[src/rtl/ahb_pkg.sv]
// Shared AHB definitions: transfer/response encodings and the data-phase enums.
// Supplies default widths for `AHB_DATA_BITS and `AHB_ADDR_BITS when not set by the build.
`ifndef AHB_DATA_BITS
`define AHB_DATA_BITS 32
`endif
`ifndef AHB_ADDR_BITS
`define AHB_ADDR_BITS 32
`endif

package ahb_pkg;
  localparam logic [1:0] HTRANS_IDLE   = 2'b00;
  localparam logic [1:0] HTRANS_BUSY   = 2'b01;
  localparam logic [1:0] HTRANS_NONSEQ = 2'b10;
  localparam logic [1:0] HTRANS_SEQ    = 2'b11;

  localparam logic [1:0] RESP_OKAY  = 2'b00;
  localparam logic [1:0] RESP_ERROR = 2'b01;
  localparam logic [1:0] RESP_RETRY = 2'b10;
  localparam logic [1:0] RESP_SPLIT = 2'b11;

  typedef enum logic [1:0] {SEL_NONE, SEL_S1, SEL_S2, SEL_DEF} sel_e;
  typedef enum logic [1:0] {DS_IDLE, DS_ERR1, DS_ERR2} ds_state_e;

  // Fixed priority S1 > S2 > default, so overlapping selects still resolve.
  function automatic sel_e decode_sel(input logic s1, input logic s2, input logic sdef);
    if (s1)        return SEL_S1;
    else if (s2)   return SEL_S2;
    else if (sdef) return SEL_DEF;
    else           return SEL_NONE;
  endfunction
endpackage

[src/rtl/ahb_default_slave.sv]
// Default slave: two-cycle ERROR response to active transfers into unmapped space.
// With AHB_MUX_ERR_LOG_EN defined, also latches the address of the first error.
module ahb_default_slave
  import ahb_pkg::*;
#(
  parameter int RESP_W = 2,
  parameter int ADDR_W = `AHB_ADDR_BITS
) (
  input  logic              HCLK,
  input  logic              HRESET,
  input  logic              hready,
  input  logic              sel_def,
  input  logic              trans_active,
`ifdef AHB_MUX_ERR_LOG_EN
  input  logic [ADDR_W-1:0] HADDR,
  input  logic              ERR_CLR,
  output logic              ERR_VALID,
  output logic [ADDR_W-1:0] ERR_ADDR,
`endif
  output logic              ds_hready,
  output logic [RESP_W-1:0] ds_hresp
);
  ds_state_e state_q, state_d;
  logic      access;

  assign access = hready & sel_def & trans_active;

  always_comb begin
    state_d   = state_q;
    ds_hready = 1'b1;
    ds_hresp  = RESP_W'(RESP_OKAY);
    case (state_q)
      DS_IDLE: if (access) state_d = DS_ERR1;
      DS_ERR1: begin
        ds_hready = 1'b0;
        ds_hresp  = RESP_W'(RESP_ERROR);
        state_d   = DS_ERR2;
      end
      DS_ERR2: begin
        ds_hresp = RESP_W'(RESP_ERROR);
        state_d  = access ? DS_ERR1 : DS_IDLE;
      end
      default: state_d = DS_IDLE;
    endcase
  end

  always_ff @(posedge HCLK) begin
    if (HRESET) state_q <= DS_IDLE;
    else        state_q <= state_d;
  end

`ifdef AHB_MUX_ERR_LOG_EN
  logic err_start;
  assign err_start = (state_d == DS_ERR1) && (state_q != DS_ERR1);

  // Sticky log: first error wins, clear has priority over a new capture.
  always_ff @(posedge HCLK) begin
    if (HRESET) begin
      ERR_VALID <= 1'b0;
      ERR_ADDR  <= '0;
    end else if (ERR_CLR) begin
      ERR_VALID <= 1'b0;
    end else if (err_start && !ERR_VALID) begin
      ERR_VALID <= 1'b1;
      ERR_ADDR  <= HADDR;
    end
  end
`endif
endmodule

[src/rtl/ahb_slave_mux.sv]
// AHB data-phase response mux: registers the decoder select and steers HRDATA/HREADY/HRESP.
// Optional error address log enabled by defining AHB_MUX_ERR_LOG_EN.
module ahb_slave_mux
  import ahb_pkg::*;
#(
  parameter int DATA_W = `AHB_DATA_BITS,
  parameter int RESP_W = 2
) (
  input  logic                      HCLK,
  input  logic                      HRESET,
  input  logic                      HSEL_S1,
  input  logic                      HSEL_S2,
  input  logic                      HSELDefault,
  input  logic [1:0]                HTRANS,
  input  logic [DATA_W-1:0]         HRDATA_S1,
  input  logic                      HREADY_S1,
  input  logic [RESP_W-1:0]         HRESP_S1,
  input  logic [DATA_W-1:0]         HRDATA_S2,
  input  logic                      HREADY_S2,
  input  logic [RESP_W-1:0]         HRESP_S2,
`ifdef AHB_MUX_ERR_LOG_EN
  input  logic [`AHB_ADDR_BITS-1:0] HADDR,
  input  logic                      ERR_CLR,
  output logic                      ERR_VALID,
  output logic [`AHB_ADDR_BITS-1:0] ERR_ADDR,
`endif
  output logic [DATA_W-1:0]         HRDATA,
  output logic                      HREADY,
  output logic [RESP_W-1:0]         HRESP
);
  sel_e              sel_q, sel_d;
  logic              ds_hready;
  logic [RESP_W-1:0] ds_hresp;
  logic              unused_htrans_lsb;

  assign unused_htrans_lsb = HTRANS[0];
  assign sel_d = decode_sel(HSEL_S1, HSEL_S2, HSELDefault);

  // Address phase is accepted only when the current data phase completes.
  always_ff @(posedge HCLK) begin
    if (HRESET)      sel_q <= SEL_NONE;
    else if (HREADY) sel_q <= sel_d;
  end

  ahb_default_slave #(
    .RESP_W (RESP_W)
  ) u_default_slave (
    .HCLK         (HCLK),
    .HRESET       (HRESET),
    .hready       (HREADY),
    .sel_def      (sel_d == SEL_DEF),
    .trans_active (HTRANS[1]),
`ifdef AHB_MUX_ERR_LOG_EN
    .HADDR        (HADDR),
    .ERR_CLR      (ERR_CLR),
    .ERR_VALID    (ERR_VALID),
    .ERR_ADDR     (ERR_ADDR),
`endif
    .ds_hready    (ds_hready),
    .ds_hresp     (ds_hresp)
  );

  always_comb begin
    HRDATA = '0;
    HREADY = ds_hready;
    HRESP  = ds_hresp;
    case (sel_q)
      SEL_S1: begin
        HRDATA = HRDATA_S1;
        HREADY = HREADY_S1;
        HRESP  = HRESP_S1;
      end
      SEL_S2: begin
        HRDATA = HRDATA_S2;
        HREADY = HREADY_S2;
        HRESP  = HRESP_S2;
      end
      default: ;
    endcase
  end
endmodule

[config.mk]
export PLATFORM = sky130hd
export DESIGN_NAME = ahb_slave_mux
export DESIGN_NICKNAME = d
export VERILOG_FILES = /design/src/rtl/ahb_pkg.sv /design/src/rtl/ahb_default_slave.sv /design/src/rtl/ahb_slave_mux.sv
export SDC_FILE = /design/constraint.sdc
export NUM_CORES = 1
export LEC_CHECK = 0
export CORE_ASPECT_RATIO = 0.9
export CORE_UTILIZATION = 24
export DETAILED_ROUTE_END_ITERATION = 7
export GPL_TIMING_DRIVEN = 0
export MAX_ROUTING_LAYER = met4
export PLACE_DENSITY = 0.92
export SYNTH_ARGS = -nofsm -noshare
export SYNTH_HDL_FRONTEND = slang
export SYNTH_SLANG_ARGS = --single-unit
[constraint.sdc]
create_clock -name HCLK -period 2.1 [get_ports HCLK]
set_input_delay 0.42 -clock HCLK [delete_from_list [all_inputs] [get_ports HCLK]]
set_output_delay 0.42 -clock HCLK [all_outputs]
set_load 0.02 [all_outputs]
==> flow_metrics.py <==
metrics = {
    "job": {
        "drv_cap": 0,
    },
    "floorplan": {
        "rows": 19,
        "initial_core_util_pct": 25.5,
        "core_area_mm2": 0.00307,
        "die_w_um": 62.1,
        "die_h_um": 56.1,
        "num_io_pins": 112,
        "dieArea_mm2": 0.00349,
    },
    "placement": {
        "dp_hpwl_um": 2790,
        "dpl_worst_slack_ns": -0.256,
        "port_buffers": 110,
        "place_area_mm2": 0.00193,
        "gp_congestion": 0.747,
        "dp_cells": 270,
    },
    "sta": {
        "hold_violations": 0,
        "setup_viol": 0,
        "fin_crit_sh_pct": 96.3,
        "min_period_ns": 2.02,
        "clock_skew_ns": 0.00115,
        "drv_slew": 0,
        "fmax_mhz": 494,
        "worst_slack_ns": 0.0772,
        "maxSlewHeadroom_pct": 65.8,
        "whs_ns": 0.517,
        "tightestPinTransition_ns": 0.506,
    },
    "yosys": {
        "yosysUniqueCellTypes": 25,
        "synth-edff-count": 0,
        "synth_nets": 201,
        "ys_top_cells_by_area": "a22oi_1, nor2_1, dfxtp_1, ha_1, clkbuf_1",
        "synth_largest_area_cell": "a22oi_1",
        "ys_ff_latch": 4,
        "yosys.area.top_type_share_pct": 32.7,
        "ys_seq_area_share_pct": 10.3,
        "async_flop_share_pct": 0,
        "synth_area_um2": 781,
        "synthCells": 118,
        "synthFlopType": "dfxtp_1",
        "ys_warn_count": 0,
        "avgSynthCellArea_um2": 6.62,
    },
    "clock_tree": {
        "clk_latency_ns": 0.23,
        "cts_buffers": 3,
        "cts_root_buffer": "clkbuf_4",
        "h-tree-depth": 1,
        "clockBufferDepth": 2,
        "post_cts_buffers": 0,
        "cts_tree": "built",
        "postCtsHoldBufs": 0,
        "clk_pin_slew_worst_paths_ns": 0.04,
        "cts_sinks": 4,
    },
    "final_layout": {
        "final_common_cell": "clkdlybuf4s50_1",
        "fillers": 288,
        "stdcell_area_mm2": 0.00186,
        "synthToLayoutAreaGrowth_pct": 139,
        "antennaDiodeCount": 0,
        "drive_above_1_share_pct": 23.4,
        "multi_input_area_um2": 648,
        "layout.cells.non_filler": 273,
        "final-seq-area_um2": 81.3,
        "layout_common_cells": "clkdlybuf4s50_1, nor2_1, a22oi_1, buf_2, clkbuf_4",
        "nets": 316,
    },
    "power": {
        "total_power_mw": 1.06,
        "power.density_mw_per_mm2": 567,
        "leakage_nw": 0.812,
        "ir_drop_mv": 0.320,
    },
    "worst_setup_path": {
        "critPathCaptureType": "output port",
        "critPathKind": "flip-flop to output port",
        "reg2reg_slack_ns": 0.42,
        "cp-start-kind": "flip-flop",
        "arrival_ns": 1.60,
        "path_max_fanout": 10,
        "reg2regPathDepth": 6,
        "r2r-end": "u_default_slave.state_q[0]",
        "required_ns": 1.68,
        "timing.rr.start": "sel_q[0]",
    },
    "global_route": {
        "track_usage_pct": 20.6,
        "antenna_found_initial": 0,
        "grt_max_degree": 11,
        "grt_pass1_vias": 1288,
        "grt_overflow": 0,
        "grt_pass1_wl_um": 5820,
    },
    "route": {
        "first_pass_iters": 4,
        "totalWireLength_um": 3520,
        "drcViolationCount": 0,
        "via_count": 1344,
        "routedWlPerCell_um": 12.9,
        "ant_nets": 0,
        "initialDrtViolationCount": 59,
        "via_per_inst": 4.92,
    },
    "worst_hold_path": {
        "hold_class": "flip-flop to flip-flop",
        "whs_endpoint": "sel_q[1]",
        "hold_depth": 2,
        "min_from": "sel_q[1]",
    },
    "status": {
        "status": "complete, no violations",
    },
}
[report_power, final]
| part | internal (mW) | total (mW) | leakage, nW | switching (mW) |
|---|---|---|---|---|
| sequential | 0.0864 | 0.0951 | 0.0331 | 0.00869 |
| clock | 0.0637 | 0.0918 | 0.0138 | 0.0281 |
| combinational | 0.400 | 0.870 | 0.766 | 0.470 |
[through the flow]
step           TNS [ns]  util [%]
2_1_floorplan         0         -
3_3_place_gp      -6.77      63.1
3_5_place_dp      -7.40      63.1
4_1_cts          -0.143      59.6
5_1_grt         -0.0297      60.8
6_report              0      60.8
[flip-flops by register name, indices dropped and copies added (netlist names)]
name / count
sel_q: 2
u_default_slave.state_q: 2
[critical path, stage by stage (launching register included)]
cell      delay [ns]
dfxtp_1         0.35
inv_1           0.09
ha_4            0.26
buf_4           0.17
clkbuf_4        0.19
nor2_1          0.13
buf_2           0.17
[metal layers]
metal	wire length, µm	global-route usage [%]	vias to the layer above
met5	0	-	-
met4	4	3.99	0
met3	260	3.07	2
met2	1780	38.0	61
met1	1470	23.7	617
li1	-	-	664
[Yosys cell counts, drive strengths merged (2+ instances only)]
cell type / instances
nand2b: 2
buf: 3
dfxtp: 4
inv: 6
clkbuf: 9
nand2: 2
ha: 6
a22oi: 34
nor2: 35
a21oi: 4
o21ai: 2
[cell type report]
cell class,count,area share [%]
Timing Repair Buffer,110,51.0
Buffer,12,4.57
Inverter,6,1.21
Tap cell,42,2.82
Multi-Input combinational cell,96,34.8
Clock buffer,3,1.21
Sequential cell,4,4.37
[kinds of logic after synthesis]
| group | after synthesis | share of synthesized area [%] |
|---|---|---|
| compound gates | 46 | 44.5 |
| mux | 1 | 1.28 |
| buf+inv | 18 | 11.1 |
| flops | 4 | 10.3 |
| simple gates | 43 | 23.2 |
| fa+ha+maj | 6 | 9.62 |
[timing repair]
| action | in CTS | in global routing |
|---|---|---|
| pin swaps | 0 | 1 |
| endpoints found under the setup margin | 35 | 35 |
| cloned | 0 | 0 |
| resized for setup | 136 | 22 |
[how the worst max path moves through the flow]
stage | startpoint | end | slack (ns) | cells after the start
6_report | sel_q[0] | HRDATA[31] | 0.08 | 6
5_1_grt | sel_q[0] | HRDATA[22] | -0.005 | 7
3_5_place_dp | sel_q[0] | HRDATA[31] | -0.26 | 6
3_3_place_gp | sel_q[0] | HRDATA[18] | -0.24 | 7
2_1_floorplan | sel_q[0] | HRDATA[0] | 0.32 | 5
4_1_cts | sel_q[0] | HREADY | -0.07 | 6
No activity file was read; power rests on OpenSTA's default activity.
